==> src/rtl/seg7_scan_driver.sv <==
// seg7_scan_driver: multiplexed 4-digit common-anode seven-segment driver.
// Scans one digit per SCAN_DIV cycles and snapshots the four BCD inputs once
// per frame, so a frame never mixes old and new values. Supports per-digit
// blink masking and a colon on digit 2's decimal point.
// Optional build macro: SEG7_LZB_EN enables leading-zero blanking of digit 3.
module seg7_scan_driver #(
    parameter int SCAN_DIV     = 50000,
    parameter int BLINK_FRAMES = 62
) (
    input  logic       clk,
    input  logic       rst,
    input  logic [3:0] hh_t,
    input  logic [3:0] hh_u,
    input  logic [3:0] mm_t,
    input  logic [3:0] mm_u,
    input  logic [3:0] blink_mask,
    input  logic       colon_on,
    output logic [6:0] seg_n,
    output logic       dp_n,
    output logic [3:0] an_n,
    output logic       frame_start
);

    localparam int DIV_W = (SCAN_DIV > 2) ? $clog2(SCAN_DIV) : 1;
    localparam int FRM_W = (BLINK_FRAMES > 1) ? $clog2(BLINK_FRAMES) : 1;
    localparam logic [DIV_W-1:0] DIV_LAST = DIV_W'(SCAN_DIV - 1);
    localparam logic [FRM_W-1:0] FRM_LAST = FRM_W'(BLINK_FRAMES - 1);

    localparam logic [6:0] SEG_BLANK = 7'h7F;
    localparam logic [6:0] SEG_DASH  = 7'h3F;

    // Active-low {g,f,e,d,c,b,a} pattern for one BCD value; 10..15 show a dash.
    function automatic logic [6:0] bcd_to_seg(input logic [3:0] v);
        logic [6:0] s;
        case (v)
            4'd0:    s = 7'h40;
            4'd1:    s = 7'h79;
            4'd2:    s = 7'h24;
            4'd3:    s = 7'h30;
            4'd4:    s = 7'h19;
            4'd5:    s = 7'h12;
            4'd6:    s = 7'h02;
            4'd7:    s = 7'h78;
            4'd8:    s = 7'h00;
            4'd9:    s = 7'h10;
            default: s = SEG_DASH;
        endcase
        return s;
    endfunction

    // run_q holds the scan off for one cycle after reset release so the
    // first enabled digit lands on the second edge and gets its full slot.
    logic                 run_q;
    logic [DIV_W-1:0]     div_cnt_q, div_cnt_d;
    logic [1:0]           idx_q, idx_d;
    logic [3:0]           sh_q [4];
    logic [FRM_W-1:0]     frm_cnt_q, frm_cnt_d;
    logic                 blink_phase_q, blink_phase_d;
    logic                 tick, frame_end;

    logic [6:0]           seg_q, seg_d;
    logic                 dp_q, dp_d;
    logic [3:0]           an_q, an_d;
    logic                 fs_q;

    logic [3:0]           digit;
    logic                 blanked;
    logic                 lzb_blank;

    // Prescaler, digit index and blink frame counter next-state.
    always_comb begin
        tick          = run_q && (div_cnt_q == DIV_LAST);
        frame_end     = tick && (idx_q == 2'd3);
        div_cnt_d     = div_cnt_q;
        idx_d         = idx_q;
        frm_cnt_d     = frm_cnt_q;
        blink_phase_d = blink_phase_q;
        if (run_q) begin
            div_cnt_d = tick ? '0 : div_cnt_q + 1'b1;
        end
        if (tick) begin
            idx_d = idx_q + 2'd1;
        end
        if (frame_end) begin
            if (frm_cnt_q == FRM_LAST) begin
                frm_cnt_d     = '0;
                blink_phase_d = ~blink_phase_q;
            end else begin
                frm_cnt_d = frm_cnt_q + 1'b1;
            end
        end
    end

    // Control state and per-frame input snapshot.
    always_ff @(posedge clk) begin
        if (rst) begin
            run_q         <= 1'b0;
            div_cnt_q     <= '0;
            idx_q         <= 2'd0;
            frm_cnt_q     <= '0;
            blink_phase_q <= 1'b0;
            for (int i = 0; i < 4; i++) begin
                sh_q[i] <= 4'd0;
            end
        end else begin
            run_q         <= 1'b1;
            div_cnt_q     <= div_cnt_d;
            idx_q         <= idx_d;
            frm_cnt_q     <= frm_cnt_d;
            blink_phase_q <= blink_phase_d;
            if (frame_end) begin
                sh_q[3] <= hh_t;
                sh_q[2] <= hh_u;
                sh_q[1] <= mm_t;
                sh_q[0] <= mm_u;
            end
        end
    end

    // Segment, decimal point and anode values for the current digit slot.
    always_comb begin
        digit   = sh_q[idx_q];
        blanked = blink_mask[idx_q] && blink_phase_q;
`ifdef SEG7_LZB_EN
        lzb_blank = (idx_q == 2'd3) && (sh_q[3] == 4'd0);
`else
        lzb_blank = 1'b0;
`endif
        seg_d = SEG_BLANK;
        dp_d  = 1'b1;
        an_d  = 4'b1111;
        if (run_q) begin
            an_d  = ~(4'b0001 << idx_q);
            seg_d = (blanked || lzb_blank) ? SEG_BLANK : bcd_to_seg(digit);
            dp_d  = ~((idx_q == 2'd2) && colon_on && !blanked);
        end
    end

    // Output registers: segments and enables switch on the same edge.
    always_ff @(posedge clk) begin
        if (rst) begin
            seg_q <= SEG_BLANK;
            dp_q  <= 1'b1;
            an_q  <= 4'b1111;
            fs_q  <= 1'b0;
        end else begin
            seg_q <= seg_d;
            dp_q  <= dp_d;
            an_q  <= an_d;
            fs_q  <= frame_end;
        end
    end

    assign seg_n       = seg_q;
    assign dp_n        = dp_q;
    assign an_n        = an_q;
    assign frame_start = fs_q;

endmodule
==> config.mk <==
export PLATFORM = sky130hd
export DESIGN_NAME = seg7_scan_driver
export DESIGN_NICKNAME = d
export VERILOG_FILES = /design/src/rtl/seg7_scan_driver.sv
export SDC_FILE = /design/constraint.sdc
export NUM_CORES = 1
export LEC_CHECK = 0
export CAP_MARGIN = 20
export CELL_PAD_IN_SITES_DETAIL_PLACEMENT = 0
export CELL_PAD_IN_SITES_GLOBAL_PLACEMENT = 2
export CORE_MARGIN = 3
export CORE_UTILIZATION = 32
export CTS_CLUSTER_SIZE = 25
export DETAILED_ROUTE_END_ITERATION = 16
export GPL_ROUTABILITY_DRIVEN = 0
export MAX_ROUTING_LAYER = met4
export PLACE_DENSITY = 0.8
export SYNTH_ARGS = -nofsm -noshare
export SYNTH_HDL_FRONTEND = slang
export SYNTH_SLANG_ARGS = --single-unit
==> constraint.sdc <==
create_clock -name clk -period 1.9 [get_ports clk]
set_input_delay 0.19 -clock clk [delete_from_list [all_inputs] [get_ports clk]]
set_output_delay 0.19 -clock clk [all_outputs]
set_load 0.005 [all_outputs]
## Word-level counts from Yosys, hierarchy flattened

Memories as Yosys holds them, arrays and structs flattened. A register that Yosys moved wholly into a read port is not among the register bits.
Index checks and enable logic that the tools add are counted.

- $add $sub $neg: 3
- Magnitude comparators: 1
- Eq/ne operators: 4
- Shifts and indexed selects: 1
- Mux-type cells: 16
- Bitwise logic cells: 8
- Reduce and logical (&&, ||, !) cells: 9

Operators by type and width:

| operator | count |
|---|---|
| $add 16x1->16 const B | 1 |
| $eq 16x16->1 const B | 1 |
| $mux 16 | 1 |
| $mux 4 | 4 |
| $mux 1 | 7 |
| $add 6x1->6 const B | 1 |
| $eq 6x6->1 const B | 1 |
| $mux 6 | 1 |
| $logic_and 1x1->1 | 5 |
| $eq 2x2->1 const B | 2 |
| $mux 2 | 2 |
| $not 4->4 | 1 |
| $or 1x1->1 | 4 |
| $shl 1x2->4 const A | 1 |
| $lt 2x3->1 const B | 1 |
| $not 1->1 | 3 |
| $reduce_or 3->1 | 1 |
| $add 2x1->2 const B | 1 |
| $bmux 1 s2 | 1 |
| $reduce_and 2->1 | 1 |
| $reduce_or 2->1 | 1 |
| $logic_not 1->1 | 1 |

- Register bits after elaboration: 32
- Bits in writable memories: 16
- Memory bits (read-only): 112
- Input port bits: 23
- Output and inout bits: 13
- Logic and storage cells: 52
- Memories kept: 2

Memories:

| memory | words | bits a word | read ports | clocked after memory_dff | write ports | RTL line | text |
|---|---|---|---|---|---|---|---|
| (name not given) | 16 | 7 | 1 | 1 | 0 | 35 | `case (v)` |
| sh_q | 4 | 4 | 1 | 1 | 4 | 56 | `logic [3:0] sh_q [4];` |

## Longest topological paths before layout

Gate-level depths: netlist of run 1.

- Depth after elaboration: 7
- Mapped depth: 7
- Depth with buffers taken out: 7

## Worst setup path after synthesis of run 1

OpenSTA, ideal clock, no wires.

- Path type: register to register
- From: register div_cnt_q[0]
- To: memory sh_q[0][0] (enable)
- Arrival: 1.483 ns
- Setup slack: 0.045 ns
- Stages on the path, launching flop included: 7
- Cells stage by stage: dfxtp_1 ha_1 and3_1 clkbuf_2 and3_1 nand2_1 nand2_1

RTL lines:

| what | RTL line | text |
|---|---|---|
| start: declaration | 54 | `logic [DIV_W-1:0] div_cnt_q, div_cnt_d;` |
| start signal: assignment | 107 | `div_cnt_q <= div_cnt_d;` |
| end: declaration | 56 |  |

## Worst setup path in the final report of run 1

- From: register div_cnt_q[0]
- To: register frm_cnt_q[3]

- Cells in the longest elaborated chain, start to end: 3

Ends and longest elaborated chain:

| what | RTL line | text |
|---|---|---|
| $eq 16x16->1 | 72 | `tick = run_q && (div_cnt_q == DIV_LAST);` |
| $logic_and 1x1->1 | 72 |  |
| $logic_and 1x1->1 | 73 | `frame_end = tick && (idx_q == 2'd3);` |
| end signal: assignment | 109 | `frm_cnt_q <= frm_cnt_d;` |
| end: declaration | 57 | `logic [FRM_W-1:0] frm_cnt_q, frm_cnt_d;` |

No other way between the ends.
A chain may end at the register's enable or synchronous reset.

==> flow_summary_export.csv, run 1 <==
group,metric,value,unit
hold_path,min-delay-start,"colon_on",
die,dieWidth,96.6,µm
die,initial_core_util,33.4,%
cells_and_area,multi_input_area,1220,µm²
sta,fin_hold_ws,0.367,ns
global_route,track_usage,12.6,%
logic_synthesis,synth_top_family_by_area,"simple AND/OR/NAND/NOR gates",
die,rows,32,
cells_and_area,diodes,0,
clocking,clk_pin_slew,0.07,ns
route,drt-total-wl,5.18,mm
logic_synthesis,synth_compound_area_share,8.58,%
clocking,ctsHtreeMaxLevel,3,
sta,fin_skew,0.00667,ns
die,dieArea,9320,µm²
critical_path,r2r_setup_slack,0.13,ns
clocking,cts_root_buf,"clkbuf_8",
sta,relSlewSlack,79.9,%
logic_synthesis,syn_area,2620,µm²
power,p_leak,1.30,nW
critical_path,end_kind,"register",
logic_synthesis,yosys_warnings,0,
critical_path,cp_max_fo,7,
route,wl_per_cell,12.5,µm
hold_path,min_to,"dp_n",
cells_and_area,fin_nets,344,
place,io_buffers,35,
cells_and_area,n_fill_cell,753,
logic_synthesis,avgSynthCellArea,10.7,µm²
die,pin_count,36,
logic_synthesis,ys_types,47,
critical_path,arrival,2.01,ns
status,status,"completed",
sta,max_freq,564,MHz
sta,setup_ws,0.127,ns
sta,hold_viol,0,
global_route,antenna_found_initial,0,
sta,fin_crit,1.77,ns
logic_synthesis,async_reset_ff_share,0,%
sta,setup-tns-final,0,ns
route,drt_pass1_iterations,4,
place,dp_hpwl,3.73,mm
critical_path,required,2.13,ns
critical_path,critPathKind,"reg2reg",
logic_synthesis,ys_seq_elements,57,
route,drc_errors,0,
logic_synthesis,synth_mux_area_share,5.87,%
logic_synthesis,synthCells,246,
hold_path,whs_path_depth,2,
route,postRouteAntennaNets,0,
logic_synthesis,synth_xor_area_share,4.01,%
logic_synthesis,yosysSeqAreaShare,49.6,%
route,drt-initial-drc-count,88,
sta,min_period_over_period,93.3,%
logic_synthesis,synth_nets,281,
power,ir_drop,0.298,mV
hold_path,hold_class,"in2reg",
logic_synthesis,synth_edf_count,16,
critical_path,r2r-end,"frm_cnt_q[3]",
clocking,insertion_delay,0.34,ns
logic_synthesis,synth_top_area_share,31.3,%
cells_and_area,layout_commonest_cell,"dfxtp_1",
global_route,grt_pass1_wl,8.63,mm
die,die_height,96.6,µm
sta,worstMarginPinSlew,0.298,ns
run,drv_cap,0,
logic_synthesis,ys.flop_type,"dfxtp_1",
clocking,clockBufferDepth,2,
clocking,cts_sinks,57,
critical_path,rr_worst_depth,5,
clocking,cts_tree,"yes",
critical_path,start_kind,"register",
logic_synthesis,synth-simple-area-share,22.5,%
sta,rsz0062_at_grt,"false",
cells_and_area,seq_area,1300,µm²
critical_path,rr_startpoint,"div_cnt_q[0]",
sta,setup_viol,0,
power,powerDensity,772,nW/µm²
clocking,cts_buffers,9,
route,via_count,1934,
route,avgViaCountPerCell,4.65,
place,pre_cts_ws,0.0569,ns
global_route,grt_overflow,0,
die,coreArea,7850,µm²
logic_synthesis,synth_area_leaders,"dfxtp_1, edfxtp_1, ha_1",
clocking,postCtsSetupBuffers,0,
sta,final_max_slew_viol_count,0,
cells_and_area,drive_above_1_share,18.8,%
cells_and_area,final_util,44.4,%
logic_synthesis,synthAdderAreaFrac,5.72,%
global_route,grt_max_degree,18,
logic_synthesis,synth_top_area_cell,"dfxtp_1",
cells_and_area,areaGrowthSynthToFinish,32.7,%
cells_and_area,layout_common_cells,"dfxtp_1, clkdlybuf4s50_1, buf_4, nand2_1, nor2_1",
global_route,grt_pass1_vias,1844,
synthesized netlist by cell type (3+ instances only):
master / instances
xnor2_1: 5
dfxtp_1: 41
a21oi_1: 10
edfxtp_1: 16
nand3_1: 7
mux2i_1: 3
nor3_1: 3
inv_1: 12
and2_1: 17
nand2b_1: 3
nand2_1: 19
nor2_1: 18
buf_4: 3
o21ai_0: 12
o31ai_1: 3
nand4_1: 10
buf_2: 3
ha_1: 12
and3_1: 4
mux4_2: 5
xor2_1: 7
logic make-up (layout without fill, tap and decap cells):
logic type | Yosys count | after routing
AOI/OAI and AO/OA | 36 | 36
and+or+nand+nor | 100 | 100
muxes | 9 | 9
adders and majority gates | 12 | 12
DFF | 57 | 57
xor gates and xnor gates | 12 | 12
buffers and inverters | 20 | 88
stage by stage:
step                      instance area, µm²  cells  power (mW)
after floorplan                         2620    246        1.38
after global placement                  3260    400        1.47
after detailed placement                3260    400        1.47
after CTS                               3480    416        2.73
after global routing                    3480    416        2.80
final                                   3480    416        2.69
flip-flops by register name (all words and copies together) (netlist names), named ones only:
name           flops
an_n               4
seg_n              7
run_q              1
idx_q              2
frm_cnt_q          6
dp_n               1
frame_start        1
blink_phase_q      1
div_cnt_q         16
sh_q              16
metal layers:
layer | share of wire, % | vias to the layer above | GRT usage (%)
met4 | 1.4 | 0 | 5.96
met1 | 50 | 881 | 16.6
li1 | - | 1008 | -
met3 | 4.7 | 8 | 3.72
met5 | 0 | - | -
met2 | 44 | 37 | 17.5
report_power, final:
group          internal, mW  switching (mW)
clock                 0.764           0.483
combinational        0.0935          0.0594
sequential             1.28         0.00963
total                  2.13           0.552
repair_timing:
item | 4_1_cts | 5_1_grt
endpoints found under the setup margin | 0 | 6
gates resized for setup | 0 | 4
hold buffers | 0 | 0
worst max-delay path: stages (launching register included):
cell and delay (ns):
dfxtp_1 0.38, ha_1 0.22, and3_2 0.26, nand3_1 0.24, a211o_2 0.33, a32o_1 0.25
cell type report:
type / count / share of cell area (%)
tap: 102 / 3.67
timing repair buffer: 60 / 16.2
clock inverter: 6 / 2.34
inverter: 12 / 1.29
sequential: 57 / 37.4
clock buffer: 10 / 3.95
multi-input combinational: 169 / 35.2
how the worst max path moves through the flow:
stage	start	slack [ns]	endpoint	cells past startpoint
after CTS	div_cnt_q[0]	0.05	frm_cnt_q[3]	5
final	div_cnt_q[0]	0.13	frm_cnt_q[3]	5
after floorplan	div_cnt_q[0]	0.05	sh_q[0][0]	6
after global placement	blink_mask[3]	0.08	seg_n[5]	5
after detailed placement	blink_mask[2]	0.06	seg_n[5]	5
after global routing	div_cnt_q[10]	0.004	div_cnt_q[10]	6
Power figures use the tool's default switching activity.
==> run 2: changes to the inputs <==
--- a/config.mk
+++ b/config.mk
@@ -8,6 +8,7 @@
 export CAP_MARGIN = 20
 export CELL_PAD_IN_SITES_DETAIL_PLACEMENT = 0
 export CELL_PAD_IN_SITES_GLOBAL_PLACEMENT = 2
+export CORE_ASPECT_RATIO = 0.5
 export CORE_MARGIN = 3
 export CORE_UTILIZATION = 32
 export CTS_CLUSTER_SIZE = 25
==> run 2 against run 1 <==
Net effect:
- non-clock buffer count rose by 2
- flip-flop and latch count stayed put
- die area up 0.71%
==> flow_summary_export.csv, run 2 (same netlist as run 1, synthesis figures left out) <==
group,metric,value,unit
status,status,"completed",
global_route,antenna_found_initial,0,
die,rows,22,
place,place_inst,408,
route,avgViaCountPerCell,4.78,
place,pre_cts_ws,0.0299,ns
global_route,grt_max_degree,18,
sta,worstMarginPinSlew,0.309,ns
sta,fin_hold_ws,0.381,ns
critical_path,slowest_stage,"mux4_2",
run,drv_cap,0,
sta,fin_crit,1.76,ns
sta,setup_ws,0.136,ns
cells_and_area,n_fill_cell,724,
critical_path,cp_num_buf_inv,2,
die,dieArea,9390,µm²
sta,min_period_over_period,92.9,%
clocking,clk_pin_slew,0.05,ns
global_route,track_usage,13.1,%
die,dieWidth,134,µm
sta,setup_viol,0,
die,die_height,70.0,µm
place,dp_hpwl,4.09,mm
sta,hold_viol,0,
clocking,ctsHtreeMaxLevel,3,
cells_and_area,multi_input_area,1220,µm²
route,postRouteAntennaNets,0,
critical_path,worstPathCellList,"mux4_2 > inv_2 > ha_1 > inv_1 > or2_2 > mux2i_1 > nand2_1",
cells_and_area,seq_area,1300,µm²
cells_and_area,areaGrowthSynthToFinish,36.1,%
global_route,grt_pass1_vias,2003,
hold_path,hold_class,"in2reg",
clocking,insertion_delay,0.32,ns
die,initial_core_util,34.4,%
critical_path,critPathKind,"reg2reg",
clocking,cts_tree,"yes",
global_route,grt_overflow,0,
power,p_leak,1.33,nW
cells_and_area,fin_nets,346,
die,coreArea,7620,µm²
place,io_buffers,35,
cells_and_area,diodes,0,
route,drt_pass1_iterations,4,
clocking,cts_buffers,9,
sta,relSlewSlack,79.2,%
critical_path,start_kind,"register",
cells_and_area,final_util,46.8,%
power,powerDensity,841,nW/µm²
sta,max_freq,567,MHz
clocking,postCtsSetupBuffers,0,
power,ir_drop,0.395,mV
clocking,clockBufferDepth,2,
global_route,grt_pass1_wl,9.38,mm
clocking,cts_sinks,57,
route,via_count,2025,
route,drt-initial-drc-count,86,
die,pin_count,36,
cells_and_area,layout_common_cells,"dfxtp_1, clkdlybuf4s50_1, buf_4, nand2_1, nor2_1",
sta,final_max_slew_viol_count,0,
cells_and_area,layout_commonest_cell,"dfxtp_1",
sta,fin_skew,0.00317,ns
route,drc_errors,0,
critical_path,cp_max_fo,4,
critical_path,arrival,1.97,ns
cells_and_area,stdcell_count,424,
clocking,cts_root_buf,"clkbuf_16",
critical_path,path_delay_family,"multiplexers",
cells_and_area,drive_above_1_share,19.3,%
critical_path,required,2.11,ns
route,wl_per_cell,12.7,µm
critical_path,end_kind,"register",
route,drt-total-wl,5.39,mm
critical_path,crit_path_max_incr_delay,0.54,ns
sta,rsz0062_at_grt,"true",
==> run 2: changes by cell type in the layout (fill, tap and decap cells not counted), sizes merged <==
cell      delta
clkbuf       +1
clkinvlp     +1
clkinv       -1
buf          +2
bufinv       -1
==> run 2: metal layers <==
| layer | GRT usage (%) | up-vias | part of all wire (%) |
|---|---|---|---|
| li1 | - | 1013 | - |
| met1 | 15.6 | 971 | 48 |
| met2 | 20.0 | 36 | 46 |
| met3 | 4.60 | 5 | 4.3 |
| met4 | 6.43 | 0 | 1.2 |
| met5 | - | - | 0 |
==> run 2: per-stage QoR <==
step	area (µm²)	setup TNS [ns]	total power [mW]
6_report	3570	0	3.00
5_1_grt	3570	-0.0241	3.14
4_1_cts	3570	0	3.06
3_5_place_dp	3270	0	1.47
3_3_place_gp	3270	0	1.47
2_1_floorplan	2620	0	1.38
==> run 2: timing repair <==
item | in CTS | in global routing
endpoints found under the setup margin | 0 | 24
hold buffers | 0 | 0
gates resized for setup | 0 | 4
hold endpoints to repair | 0 | 0
==> run 2: path summary, 6_finish.rpt <==
kind | cells after the start | slack [ns] | from | to
max reg2reg | 7 | 0.14 | register | seg_n[4]
min reg2reg | 1 | 0.47 | frm_cnt_q[4] | frm_cnt_q[4]
min | 2 | 0.38 | colon_on | dp_n
max | 7 | 0.14 | register | seg_n[4]
==> run 2: cell type report <==
class | count | share of cell area (%)
tap | 108 | 3.78
clock inverter | 5 | 1.54
timing repair buffer | 62 | 15.8
multi-input combinational | 169 | 34.3
sequential | 57 | 36.5
clock buffer | 11 | 6.80
inverter | 12 | 1.26
==> run 2: where the power goes <==
| group | internal (mW) | switching, mW | total (mW) |
|---|---|---|---|
| logic | 0.0951 | 0.0605 | 0.156 |
| registers | 1.28 | 0.0102 | 1.29 |
| clock network | 1.04 | 0.516 | 1.56 |
| total | 2.42 | 0.586 | 3.00 |
==> run 3: changes to the inputs <==
--- a/config.mk
+++ b/config.mk
@@ -10,12 +10,12 @@
 export CELL_PAD_IN_SITES_GLOBAL_PLACEMENT = 2
 export CORE_ASPECT_RATIO = 0.5
 export CORE_MARGIN = 3
-export CORE_UTILIZATION = 32
+export CORE_UTILIZATION = 38
 export CTS_CLUSTER_SIZE = 25
 export DETAILED_ROUTE_END_ITERATION = 16
 export GPL_ROUTABILITY_DRIVEN = 0
 export MAX_ROUTING_LAYER = met4
-export PLACE_DENSITY = 0.8
+export PLACE_DENSITY = 0.88
 export SYNTH_ARGS = -nofsm -noshare
 export SYNTH_HDL_FRONTEND = slang
 export SYNTH_SLANG_ARGS = --single-unit
==> constraint.sdc (replaced) <==
create_clock -name clk -period 2.1 [get_ports clk]
set_input_delay 0.21 -clock clk [delete_from_list [all_inputs] [get_ports clk]]
set_output_delay 0.21 -clock clk [all_outputs]
set_load 0.005 [all_outputs]
==> run 3 against run 2 <==
Net effect:
- global-route usage grew 2.2 points
- sequential power shrank 9%
- flip-flop and latch count is the same
- power shrank 9.8%
- critical path depth is the same
==> flow_summary_export.csv, run 3 (same netlist as run 1, synthesis figures left out) <==
group,metric,value,unit
sta,setup-tns-final,0,ns
clocking,insertion_delay,0.32,ns
place,place_inst,370,
clocking,cts_sinks,57,
critical_path,required,2.30,ns
clocking,clk_pin_slew,0.05,ns
route,avgViaCountPerCell,5.04,
route,drt-initial-drc-count,144,
die,coreArea,6360,µm²
sta,min_period_over_period,91.7,%
global_route,grt_pass1_vias,1925,
power,p_leak,1.24,nW
place,dp_hpwl,3.84,mm
sta,relSlewSlack,79.7,%
route,drt_pass1_iterations,4,
route,drt-total-wl,5.30,mm
sta,hold_viol,0,
sta,worstMarginPinSlew,0.302,ns
sta,max_freq,519,MHz
power,powerDensity,794,nW/µm²
place,io_buffers,35,
cells_and_area,drive_above_1_share,13.8,%
critical_path,start_kind,"register",
die,dieWidth,124,µm
route,drc_errors,0,
sta,setup_viol,0,
die,rows,20,
die,die_height,64.8,µm
cells_and_area,areaGrowthSynthToFinish,30.1,%
sta,fin_crit,1.93,ns
critical_path,cp_max_fo,4,
critical_path,arrival,2.12,ns
die,pin_count,36,
clocking,ctsHtreeMaxLevel,3,
status,status,"completed",
global_route,track_usage,15.3,%
global_route,grt_max_degree,18,
sta,final_max_slew_viol_count,0,
cells_and_area,fin_nets,328,
global_route,antenna_found_initial,0,
sta,fin_skew,0.00490,ns
route,wl_per_cell,13.7,µm
clocking,cts_buffers,9,
cells_and_area,diodes,0,
clocking,cts_tree,"yes",
clocking,ctsResizeCount,0,
critical_path,end_kind,"register",
global_route,grt_pass1_wl,9.14,mm
power,ir_drop,0.423,mV
cells_and_area,layout_common_cells,"dfxtp_1, clkdlybuf4s50_1, nand2_1, nor2_1, and2_1",
clocking,clockBufferDepth,2,
clocking,cts_root_buf,"clkbuf_16",
global_route,grt_overflow,0,
cells_and_area,layout_commonest_cell,"dfxtp_1",
run,drv_cap,0,
clocking,postCtsSetupBuffers,0,
die,initial_core_util,41.3,%
clocking,postCtsHoldBufs,0,
cells_and_area,stdcell_count,386,
die,dieArea,8000,µm²
critical_path,critPathKind,"reg2reg",
route,postRouteAntennaNets,0,
hold_path,hold_class,"in2reg",
route,via_count,1945,
sta,rsz0062_at_grt,"false",
-- run 3: changes by cell type in the layout (fill, tap and decap cells not counted), sizes merged --
| cell | delta |
|---|---|
| clkinvlp | +1 |
| bufinv | -1 |
| clkinv | -2 |
| buf | -18 |
| clkbuf | +2 |
-- run 3: path summary, 6_finish.rpt --
kind / start / endpoint / slack (ns) / cells after the start
max: register / seg_n[4] / 0.17 / 7
min: colon_on / dp_n / 0.41 / 2
max reg2reg: register / seg_n[4] / 0.17 / 7
min reg2reg: frm_cnt_q[4] / frm_cnt_q[4] / 0.49 / 1
-- run 3: power breakdown --
part	internal [mW]	leakage (nW)	total, mW	switching [mW]
Clock	0.925	0.140	1.41	0.480
Sequential	1.16	0.485	1.17	0.0109
Combinational	0.0812	0.617	0.135	0.0540
Total	2.16	1.24	2.71	0.545
-- run 3: metal layers --
metal / global-route usage, % / wire [µm]
met1: 18.9 / 2610
met2: 22.9 / 2400
met3: 6.54 / 236
met4: 4.83 / 53
met5: - / 0
-- run 3: worst max-delay path, stage by stage (launching register included) --
cell,delay (ns)
dfxtp_1,0.40
mux4_2,0.58
inv_1,0.16
ha_1,0.18
inv_1,0.05
mux2_2,0.25
mux2i_1,0.12
nand2_1,0.06
-- run 3: layout make-up --
cell class,count,area (µm²)
inverter,12,45.0
clock buffer,13,280
fill,569,2940
sequential,57,1300
tap,88,110
clock inverter,3,22.5
timing repair buffer,44,430
multi-input combinational,169,1220
-- run 3: per-stage QoR --
step | setup WS, ns | area [µm²] | utilization [%] | power (mW) | hold slack (ns)
5_1_grt | 0.0380 | 3410 | 53.7 | 2.82 | 0.395
3_5_place_dp | 0.193 | 3110 | 48.9 | 1.33 | 0.471
3_3_place_gp | 0.247 | 3110 | 48.9 | 1.32 | 0.457
4_1_cts | 0.178 | 3410 | 53.7 | 2.75 | 0.393
6_report | 0.174 | 3410 | 53.7 | 2.71 | 0.406
2_1_floorplan | 0.245 | 2620 | - | 1.25 | 0.297
